==> config.mk <==
export PLATFORM = sky130hd
export DESIGN_NAME = pipe_skid_buffer
export DESIGN_NICKNAME = d
export VERILOG_FILES = /design/src/rtl/pipe_skid_buffer.sv
export SDC_FILE = /design/constraint.sdc
export NUM_CORES = 1
export LEC_CHECK = 0
export CAP_MARGIN = 20
export CORE_UTILIZATION = 53
export CTS_CLUSTER_SIZE = 12
export DETAILED_ROUTE_END_ITERATION = 12
export PLACE_DENSITY = 0.84
export SLEW_MARGIN = 25
export SYNTH_ARGS = -nofsm -noshare
export SYNTH_HDL_FRONTEND = slang
export SYNTH_SLANG_ARGS = --single-unit
==> constraint.sdc <==
create_clock -name clk -period 3.41 [get_ports clk]
set_clock_uncertainty 0.05 [all_clocks]
set_input_delay 0.682 -clock clk [delete_from_list [all_inputs] [get_ports clk]]
set_output_delay 0.682 -clock clk [all_outputs]
set_load 0.05 [all_outputs]
==> src/rtl/pipe_skid_buffer.sv <==
// pipe_skid_buffer: two-entry valid/ready skid buffer that registers in_ready,
// so downstream back-pressure never reaches upstream combinationally.
// Sustains one transfer per clock with one cycle of latency.
//
// Optional feature macro: PIPE_SKID_STATS_EN adds the occ and stall_cnt ports.
//
// Ports:
//   clk, rst_n          clock and asynchronous active-low reset
//   flush               synchronous flush that discards all buffered entries
//   in_valid/in_ready   upstream handshake; in_ready is registered
//   in_data             upstream payload
//   out_valid/out_ready downstream handshake; out_valid is registered
//   out_data            payload from the main register
//   occ                 [stats] number of entries held, 0..2
//   stall_cnt           [stats] saturating count of back-pressure cycles
module pipe_skid_buffer #(
  parameter int unsigned WIDTH = 32
) (
  input  logic             clk,
  input  logic             rst_n,
  input  logic             flush,
  input  logic             in_valid,
  output logic             in_ready,
  input  logic [WIDTH-1:0] in_data,
  output logic             out_valid,
  input  logic             out_ready,
  output logic [WIDTH-1:0] out_data
`ifdef PIPE_SKID_STATS_EN
  ,
  output logic [1:0]       occ,
  output logic [15:0]      stall_cnt
`endif
);

  typedef enum logic [1:0] {
    ST_EMPTY = 2'd0,
    ST_BUSY  = 2'd1,
    ST_FULL  = 2'd2
  } state_e;

  state_e           state_q, state_d;
  logic [WIDTH-1:0] main_q, main_d;
  logic [WIDTH-1:0] skid_q, skid_d;
  logic             out_valid_q, out_valid_d;
  logic             in_ready_q, in_ready_d;
  logic             in_xfer, out_xfer;

  assign in_xfer  = in_valid & in_ready_q;
  assign out_xfer = out_valid_q & out_ready;

  // Next state and storage updates; flush overrides every transfer.
  always_comb begin
    state_d = state_q;
    main_d  = main_q;
    skid_d  = skid_q;
    if (flush) begin
      state_d = ST_EMPTY;
    end else begin
      case (state_q)
        ST_EMPTY: begin
          if (in_xfer) begin
            main_d  = in_data;
            state_d = ST_BUSY;
          end
        end
        ST_BUSY: begin
          if (in_xfer && out_xfer) begin
            main_d = in_data;
          end else if (in_xfer) begin
            skid_d  = in_data;
            state_d = ST_FULL;
          end else if (out_xfer) begin
            state_d = ST_EMPTY;
          end
        end
        ST_FULL: begin
          // Skid always holds the younger entry, so it refills main.
          if (out_xfer) begin
            main_d  = skid_q;
            state_d = ST_BUSY;
          end
        end
        default: state_d = ST_EMPTY;
      endcase
    end
    // Handshake flags are decoded from the next state and then registered.
    out_valid_d = (state_d != ST_EMPTY);
    in_ready_d  = (state_d != ST_FULL);
  end

  // State and storage registers.
  always_ff @(posedge clk or negedge rst_n) begin
    if (!rst_n) begin
      state_q     <= ST_EMPTY;
      main_q      <= '0;
      skid_q      <= '0;
      out_valid_q <= 1'b0;
      in_ready_q  <= 1'b1;
    end else begin
      state_q     <= state_d;
      main_q      <= main_d;
      skid_q      <= skid_d;
      out_valid_q <= out_valid_d;
      in_ready_q  <= in_ready_d;
    end
  end

  assign out_valid = out_valid_q;
  assign in_ready  = in_ready_q;
  assign out_data  = main_q;

`ifdef PIPE_SKID_STATS_EN
  logic [1:0]  occ_q, occ_d;
  logic [15:0] stall_cnt_q, stall_cnt_d;

  // Occupancy follows the next state; stall counter saturates and clears on flush.
  always_comb begin
    occ_d       = occ_q;
    stall_cnt_d = stall_cnt_q;
    case (state_d)
      ST_EMPTY: occ_d = 2'd0;
      ST_BUSY:  occ_d = 2'd1;
      ST_FULL:  occ_d = 2'd2;
      default:  occ_d = 2'd0;
    endcase
    if (flush) begin
      stall_cnt_d = 16'd0;
    end else if (out_valid_q && !out_ready && (stall_cnt_q != 16'hFFFF)) begin
      stall_cnt_d = stall_cnt_q + 16'd1;
    end
  end

  // Statistics registers.
  always_ff @(posedge clk or negedge rst_n) begin
    if (!rst_n) begin
      occ_q       <= 2'd0;
      stall_cnt_q <= 16'd0;
    end else begin
      occ_q       <= occ_d;
      stall_cnt_q <= stall_cnt_d;
    end
  end

  assign occ       = occ_q;
  assign stall_cnt = stall_cnt_q;
`endif

endmodule
Yosys cells after proc, flatten, opt, wreduce, memory -nomap -nowiden
Cells that the tools add are included.
{ "op_classes": {"reduce_logical": 6, "eq_ne": 6, "n_mux": 11, "bitwise_logic": 4} }
{ "op_table": {"columns": ["operator", "count"], "rows": [
  ["32-bit 2-to-1 mux", 3],
  ["32-bit case mux with 3 select lines", 1],
  ["2-bit 2-to-1 mux", 6],
  ["2-bit inequality test (second input constant)", 4],
  ["2-bit case mux with 3 select lines", 1],
  ["5-bit AND reduction", 1],
  ["4-bit AND reduction", 1],
  ["3-bit nonzero test", 1],
  ["1-bit AND", 2],
  ["2-bit by 1-bit equality test with 1-bit output (second input constant)", 1],
  ["2-bit equality test (second input constant)", 1],
  ["2-bit logical NOT", 1],
  ["1-bit NOT", 2],
  ["2-bit nonzero test", 1],
  ["1-bit logical AND", 1]
]} }
{ "word_totals": {"elab_cells": 32, "regBits": 68, "out_inout_bits": 34, "input_bits": 37} }

Longest topological paths before layout
{ "logic_depth": {"ltp_word": 7, "mapped_depth": 4, "ltp_nobuf": 3} }

Least setup slack after synthesis
Ideal clock, no wire load.
{ "synth_timing": {"kind": "register to register", "from": "register out_valid_q, in the netlist out_valid", "to": "register main_q[0], in the netlist out_data[0]", "setup_ns": 0.125, "path_buffers": 1, "required_ns": 3.235, "arrival_time_ns": 1.733, "synth_period_minus_slack_ns": 1.908, "path_stages_with_launch": 5, "slack_ns": 1.502, "path_cell_list": "dfrtp_1 -> nand2_1 -> o32ai_4 -> buf_4 -> mux2_2"} }
{ "synth_between": {"elab_chain_cells": 4, "word_cells_on_any_way": 5, "classes_between": "eq/ne: 2; bitwise: 1; reduce/logical: 2"} }
{ "synth_rtl": {"columns": ["item", "line", "text"], "rows": [
  ["start, declared", "44", "logic out_valid_q, out_valid_d;"],
  ["start signal, assigned", "103", "out_valid_q <= out_valid_d;"],
  ["1-bit AND *", "49", "assign out_xfer = out_valid_q & out_ready;"],
  ["1-bit logical AND", "67", "if (in_xfer && out_xfer) begin"],
  ["2-bit inequality test (no source line)", null, null],
  ["5-bit AND reduction (no source line) *", null, null],
  ["end signal, assigned", "101", "main_q <= main_d;"],
  ["end, declared", "42", "logic [WIDTH-1:0] main_q, main_d;"]
]} }
Every way passes the cells marked *; elsewhere a longest branch is shown, timed or not.
A chain may end at the register's enable or synchronous reset.

Final worst setup path
{ "layout_timing": {"from": "register in_ready_q, in the netlist in_ready", "to": "output in_ready"} }
{ "layout_lines": {"columns": ["item", "line", "text"], "rows": [
  ["start, declared", "45", "logic in_ready_q, in_ready_d;"],
  ["start signal, assigned", "104", "in_ready_q <= in_ready_d;"],
  ["end, declared", "23", "output logic in_ready,"]
]} }
No word-level cell between the ends.

==> results_dict.tcl <==
set metrics [dict create \
    clk_pin_slew_worst_paths_ns 0.07 \
    synthFlopType "dfrtp_1" \
    power.switching_mw 1.099 \
    synth_fp_nets 226 \
    cts_setup_buffers 0 \
    area_delta_synth_final_pct 34.70 \
    cpLargestDelayFamily "buffers and inverters" \
    wl_microns 5645 \
    worstSetupPathType "reg -> out" \
    nets 302 \
    first_global_vias 1958 \
    port_buffers 70 \
    hold_class "in -> async" \
    drtAntennaViolNets 0 \
    fin_crit_ns 2.474 \
    num_rows 26 \
    synth.distinct_cells 21 \
    final_common_cell "mux2_2" \
    fin_hold_ws_ns 0.3490 \
    startpoint "in_ready" \
    setup_viol 0 \
    start_util_pct 56.65 \
    synthesis.area_sq_um 2985 \
    critical-path-max-stage-delay_ns 0.82 \
    gr-usage-all-layers_pct 21.15 \
    powerDensity_nw_per_um2 791.7 \
    end_kind "output pin" \
    synth-simple-area-share_pct 2.305 \
    cp.depth 1 \
    tritoncts "built" \
    clock_latency_ns 0.34 \
    synth-async-reset-ratio_pct 100.0 \
    worstSetupStartpointType "flop" \
    internal_power_mw 2.085 \
    critPathMaxFanout 6 \
    post_drt_wl_per_cell_microns 16.60 \
    cp_slowest_cell "clkdlybuf4s50_1" \
    grt_max_degree 38 \
    ys_seq_elements 68 \
    n_antenna_cell 0 \
    die_w_microns 77.05 \
    power.total_mw 3.184 \
    dr.pass1.iters 4 \
    grt_remaining_overflow 0 \
    arrival_ns 1.74 \
    cts_sinks 68 \
    htreeDepth 3 \
    antenna_found_initial 0 \
    drive_above_1_share_pct 44.44 \
    layout.cells.most_common_list "mux2_2, clkdlybuf4s50_1, dfrtp_1" \
    rr_worst_depth 4 \
    synth_compound_area_share_pct 2.557 \
    p_seq_share_pct 39.3 \
    via_per_inst 5.371 \
    switching_share_pct 34.51 \
    synth_top_family_by_area "multiplexers" \
    placed_cells 324 \
    final_util_pct 76.31 \
    slew_headroom_pct 52.45 \
    crit-reg2reg-launch "state_q[0]" \
    hold_buffers 0 \
    clkPwrFrac_pct 23.8 \
    fin_setup_tns_ns 0 \
    synth-xor-area-share_pct 0 \
    num_vias 1826 \
    syn_area_per_cell_sq_um 15.80 \
    yosys_warnings 0 \
    p_leak_nw 1.680 \
    fp.dieArea_sq_um 5937 \
    cts_resized 0 \
    core_region_area_sq_um 5270 \
    cp.required_ns 2.68 \
    synth_edf_count 0 \
    stdcell_count 340 \
    drc_errors 0 \
    die_y_microns 77.05 \
    rsz0062_at_grt "false" \
    path_cells "clkdlybuf4s50_1" \
    synth_seq_area_share_pct 57.04 \
    tightest_slew_ns 0.7133 \
    cts-root-buf "clkbuf_8" \
    syn_inst 189 \
    slew_viol_final 0 \
    clock.fmax_ghz 0.4042 \
    critical_path_buf_inv_count 1 \
    finalHoldViolCount 0 \
    clock_path_buffers 2 \
    status "finished, final reports clean" \
    synth.mux.area_fraction_pct 36.21 \
    cts_inserted_buffers 9 \
    drt_iter0_drc 39 \
    min_period_over_period_pct 72.55 \
    gp_congestion 0.7676 \
    ios 71 \
    p_comb_share_pct 36.9 \
    peakVddDrop_mv 0.4629 \
    drv_cap 0 \
    dp_hpwl_microns 3819 \
    synthAdderAreaFrac_pct 0 \
    grt_pass1_wl_microns 9584 \
]
## cells by family (layout without fill, tap and decap cells)
kind of cell,after synthesis,after routing
multiplexers,96,96
flip-flops,68,68
buffers and inverters,10,91
AND/OR/NAND/NOR,9,9
AO/OA/AOI/OAI,6,6
## path summary, 6_finish.rpt
| kind | slack, ns | end |
|---|---|---|
| setup / recovery | 0.94 | in_ready |
| hold reg to reg | 0.44 | out_data[30] |
| hold / removal | 0.35 | skid_q[18] |
| setup reg to reg | 1.21 | out_data[29] |
| max in group asynchronous | 2.27 | in_ready |
| min in group clk | 0.44 | out_data[30] |
## final cells by class
type / instances / area [sq um]
clock buffers: 12 / 165.2
fillers: 354 / 1249
inverters: 1 / 3.754
clock inverters: 4 / 70.07
flip-flops and latches: 68 / 1703
well taps: 70 / 87.58
repair buffers: 74 / 763.2
multi-input cells: 111 / 1229
## synth_stat cells (2+ instances only)
master	instances	area, sq um
mux2_1	2	22.52
buf_2	6	30.03
buf_4	3	22.52
dfrtp_1	67	1677
a211oi_1	2	15.01
mux2_2	94	1059
## power by group through the flow
stage	logic (mW)	registers, mW	clock network, mW
5_1_grt	1.23	1.29	0.808
2_1_floorplan	0.345	1.68	0
3_5_place_dp	1.18	1.26	0
3_3_place_gp	1.16	1.25	0
6_report	1.17	1.25	0.759
4_1_cts	1.19	1.25	0.773
## registers in the layout, indices dropped and copies added (netlist names)
| register | count |
|---|---|
| out_data | 32 |
| skid_q | 32 |
| state_q | 2 |
| in_ready | 1 |
| out_valid | 1 |
## through the flow
step	cell area, sq um	setup slack [ns]
2_1_floorplan	2985	1.502
3_5_place_dp	3786	0.6301
4_1_cts	4021	0.9230
5_1_grt	4021	0.8663
3_3_place_gp	3786	0.6508
6_report	4021	0.9360
## routing by layer
metal / track usage, % / routed length (microns)
met2: 34.29 / 2721
met3: 6.786 / 302
met5: 0 / 0
met1: 27.26 / 2582
met4: 6.038 / 38
(Power assumes the default switching activity.)
==> RTL change 1: new RTL, config.mk and constraints unchanged <==
The parameter `WIDTH` goes from 32 to 36.
--- a/src/rtl/pipe_skid_buffer.sv
+++ b/src/rtl/pipe_skid_buffer.sv
@@ -15,5 +15,5 @@
 //   stall_cnt           [stats] saturating count of back-pressure cycles
 module pipe_skid_buffer #(
-  parameter int unsigned WIDTH = 32
+  parameter int unsigned WIDTH = 36
 ) (
   input  logic             clk,
Interface: changed (resized in_data and out_data); port bits go from 71 to 79. No check against the original RTL was run, so the function may have changed too.
==> RTL change 1 against the original RTL <==
  * Sequential cell count grew 8
  * Cell count grew 11%
  * Power grew 7.3%
  * Count of clock-buffer cells in the layout is the same
  * Combinational power grew 11%
  * Via count grew 11%
  * Synthesized cell count grew 13%
  * Final area grew 10%
  * Area after synthesis grew 12%
  * Critical path depth is the same
  * Routed wire length grew 6.5%
  * Setup slack gained 0.026 ns
  * Highest routed layer unchanged
==> RTL change 1: results (changes against the original RTL) <==
[synth]
synth.cells.most_frequent = sky130_fd_sc_hd__mux2_2 (104), sky130_fd_sc_hd__dfrtp_1 (75), sky130_fd_sc_hd__buf_2 (7), sky130_fd_sc_hd__a21oi_1 (4), sky130_fd_sc_hd__mux2_1 (4)  ; was sky130_fd_sc_hd__mux2_2 (94), sky130_fd_sc_hd__dfrtp_1 (67), sky130_fd_sc_hd__buf_2 (6), sky130_fd_sc_hd__buf_4 (3)
post_synthesis_sequential_area_ratio = 0.571  ; was 0.570
synthesis.instances = 214  ; was 189
synthesis.nets = 255  ; was 226
synth_area_leaders = sky130_fd_sc_hd__dfrtp_1 (56%), sky130_fd_sc_hd__mux2_2 (35%), sky130_fd_sc_hd__mux2_1 (1.4%)  ; was sky130_fd_sc_hd__dfrtp_1 (56%), sky130_fd_sc_hd__mux2_2 (35%), sky130_fd_sc_hd__buf_2 (1.0%)

[routing]
routed_via_density = 5.37  ; about the same
via_count = 2025  ; was 1,826
initialDrtViolationCount = 64  ; was 39
routed_wl_um = 6010  ; was 5650 um

[placed_design]
dp.final_hpwl_um = 3950  ; was 3820 um
count_of_buffers_inserted_at_the_top_level_ports = 78  ; was 70
gpl.final_weighted_congestion = 0.804  ; was 0.768
dpl_cell_area_um2 = 4180  ; was 3790 um2

[global_routing]
total_track_usage = 0.202  ; was 0.212
gr-usage-met1 = 0.250  ; was 0.273
initial_antenna_violation_count = 0  ; unchanged
grt_start_max_net_pins = 77  ; was 38
number_of_global_route_vias_before_repair = 2126  ; was 1,958

[finish]
register_area_um2 = 1900  ; was 1700 um2
drive_above_1_share = 0.421  ; was 0.444
final_net_count = 338  ; was 302

[run_status]
run_status = finished, final reports clean  ; unchanged

[pwr]
worst_ir_drop_vdd_mv = 0.450  ; was 0.463 mV
total_leakage_power_nw = 1.85  ; was 1.68 nW

[setup_path]
crit_fanout = 6  ; unchanged

## RTL change 1: cell count changes in the layout (fill, tap and decap cells not counted), sizes merged, moves of 2 or more
cell / change
a211oi: -2
dfrtp: +8
nand4: -2
nand2: +2
clkdlybuf4s50: +8
mux2: +12
a21oi: +4
## RTL change 1: cell families (layout without fill, tap and decap cells)
family	after synthesis	in the layout	synth area share
compound gates	10	10	0.0252
buf+inv	11	99	0.0218
flops	76	76	0.571
mux	108	108	0.365
simple gates	9	9	0.0169
## RTL change 1: final timing paths
kind / startpoint / endpoint / slack [ns]
min in group clk: out_data[29] / out_data[29] / 0.45
min: rst_n / out_data[1] / 0.18
min reg2reg: out_data[29] / out_data[29] / 0.45
max reg2reg: in_ready / out_data[10] / 1.35
max: in_ready / in_ready / 0.96
max in group asynchronous: rst_n / out_data[35] / 2.58
## RTL change 1: area by class of cell
cell class                 count  share of cell area
multi-input combinational    127               0.308
inverter                       1            0.000849
tap                           75              0.0212
timing repair buffer          82               0.190
clock buffer                  12              0.0328
sequential                    76               0.430
clock inverter                 4              0.0164
## RTL change 1: metrics by stage
stage	hold WS, ns	setup slack [ns]
final	0.183	0.962
after global routing	0.195	0.907
after CTS	0.456	0.947
after detailed placement	0.440	0.678
after global placement	0.430	0.738
after floorplan	0.336	1.33
## RTL change 1: power breakdown
group / internal [W] / switching (W) / leakage [nW]
Combinational: 0.000566 / 0.000738 / 0.831
Clock: 0.000432 / 0.000307 / 0.107
Sequential: 0.00122 / 0.000156 / 0.910
Total: 0.00222 / 0.00120 / 1.85
## RTL change 1: layer usage
layer / vias up / share of wire
met4: 0 / 0.023
met3: 12 / 0.046
met1: 1018 / 0.43
met2: 52 / 0.50
li1: 943 / -
met5: - / 0
==> RTL change 2: new RTL, config.mk and constraints unchanged <==
Without the edit above. Encoding of `state_e`: now one-hot (3 bits for 3 states).
--- a/src/rtl/pipe_skid_buffer.sv
+++ b/src/rtl/pipe_skid_buffer.sv
@@ -33,8 +33,8 @@
 );
 
-  typedef enum logic [1:0] {
-    ST_EMPTY = 2'd0,
-    ST_BUSY  = 2'd1,
-    ST_FULL  = 2'd2
+  typedef enum logic [2:0] {
+    ST_EMPTY = 3'b001,
+    ST_BUSY  = 3'b010,
+    ST_FULL  = 3'b100
   } state_e;
 
Behaviour: no difference found for any inputs over 4 cycles, from zero or initial values and one cycle with rst_n low; so few cycles prove little.
==> RTL change 2 against the original RTL <==
  * Final area is 0.62% lower
  * Synthesized cell count is 5.3% higher
  * Setup slack better by 0.072 ns
  * Sequential cell count is 1 higher
  * Clock power is 23% lower
  * Power is 20% lower
  * Area after synthesis is 3.1% higher
  * Via count is 2.7% higher
  * Non-clock buffer count stayed put
  * Routed wire length is 5.4% lower
  * Largest power group unchanged
==> RTL change 2: results (changes against the original RTL) <==
[synth]
synthesis.nets = 236  ; was 226
synth.cells.most_frequent = sky130_fd_sc_hd__dfrtp_1 (67), sky130_fd_sc_hd__mux2_1 (65), sky130_fd_sc_hd__mux2_2 (31)  ; was sky130_fd_sc_hd__mux2_2 (94), sky130_fd_sc_hd__dfrtp_1 (67), sky130_fd_sc_hd__buf_2 (6), sky130_fd_sc_hd__buf_4 (3)
synth_cell_type_count = 24  ; was 21
synth_most_common_cell = sky130_fd_sc_hd__dfrtp_1  ; was sky130_fd_sc_hd__mux2_2
post_synthesis_sequential_area_ratio = 0.562  ; was 0.570
synth_area_leaders = sky130_fd_sc_hd__dfrtp_1 (54%), sky130_fd_sc_hd__mux2_1 (24%), sky130_fd_sc_hd__mux2_2 (11%)  ; was sky130_fd_sc_hd__dfrtp_1 (56%), sky130_fd_sc_hd__mux2_2 (35%), sky130_fd_sc_hd__buf_2 (1.0%)

[setup_path]
worst_r2r_startpoint = state_q[0]  ; unchanged
r2r-end = out_data[21]  ; was out_data[29]
crit_fanout = 4  ; was 6
reg2reg_setup_slack_ns = 1.31  ; was 1.21 ns
critical-path-max-stage-delay_ns = 0.80  ; was 0.82 ns

[routing]
detailroute.wirelength.met3_um = 327  ; was 302 um
met1_length_um = 2480  ; was 2580 um
routed_via_density = 5.34  ; was 5.37
initialDrtViolationCount = 85  ; was 39

[pwr]
worst_ir_drop_vdd_mv = 0.471  ; was 0.463 mV
internal-power_w = 0.00166  ; was 0.00209 W

[timing]
worst_slack_ns = 1.01  ; was 0.936 ns
max_slew.worst_pin.slew_ns = 0.735  ; was 0.713 ns

[global_routing]
number_of_global_route_vias_before_repair = 1906  ; was 1,958
grt_start_max_net_pins = 39  ; was 38
grt_pass1_wl_um = 9070  ; was 9580 um

[finish]
final_net_count = 312  ; was 302
drive_above_1_share = 0.197  ; was 0.444

[run_status]
run_status = finished, final reports clean  ; unchanged

[placed_design]
dp.final_hpwl_um = 3650  ; was 3820 um
gpl.final_weighted_congestion = 0.800  ; was 0.768
dpl_cell_area_um2 = 3820  ; was 3790 um2
preCtsSetupSlack_ns = 0.660  ; was 0.630 ns

==> RTL change 2: how the worst max path moves through the flow <==
stage / start / end / cells after the start
floorplan: in_ready / out_data[10] / 5
global placement: in_valid / out_data[4] / 5
detailed placement: in_valid / out_data[10] / 5
CTS: in_ready / in_ready / 1
global route: out_ready / out_data[4] / 5
finish: in_ready / in_ready / 1
==> RTL change 2: logic make-up after synthesis <==
logic type                after synthesis  synth area share
and+or+nand+nor                        15            0.0378
AOI/OAI and AO/OA                       6            0.0122
muxes                                  96             0.351
xor gates and xnor gates                1           0.00285
buffers and inverters                  12            0.0341
DFF                                    69             0.562
==> RTL change 2: per-stage QoR <==
| step | instances | hold slack, ns | utilization | power [W] |
|---|---|---|---|---|
| after detailed placement | 336 | 0.425 | 0.689 | 0.00199 |
| final | 351 | 0.367 | 0.721 | 0.00255 |
| after CTS | 351 | 0.379 | 0.721 | 0.00259 |
| after global routing | 351 | 0.430 | 0.721 | 0.00268 |
| after floorplan | 199 | 0.336 | - | 0.00166 |
| after global placement | 336 | 0.417 | 0.689 | 0.00197 |
==> RTL change 2: routing by layer <==
metal  global-route usage  up-vias
met4               0.0944        0
met3               0.0535        6
met2                0.299       61
li1                     -      865
met1                0.259      944
met5                    0        -
==> RTL change 2: final cells by class <==
cell class / count / area [um2]
Multi-Input combinational cell: 118 / 1250
Tap cell: 72 / 90.1
Inverter: 3 / 11.3
Timing Repair Buffer: 74 / 738
Clock inverter: 1 / 5.00
Sequential cell: 69 / 1730
Clock buffer: 14 / 173
Fill cell: 401 / 1540
==> RTL change 2: power by group through the flow <==
stage	Clock [W]	Combinational (W)	Sequential (W)
3_5_place_dp	0	0.000870	0.00112
2_1_floorplan	0	0.000182	0.00148
4_1_cts	0.000610	0.000872	0.00110
3_3_place_gp	0	0.000856	0.00111
5_1_grt	0.000645	0.000904	0.00113
6_report	0.000587	0.000863	0.00110
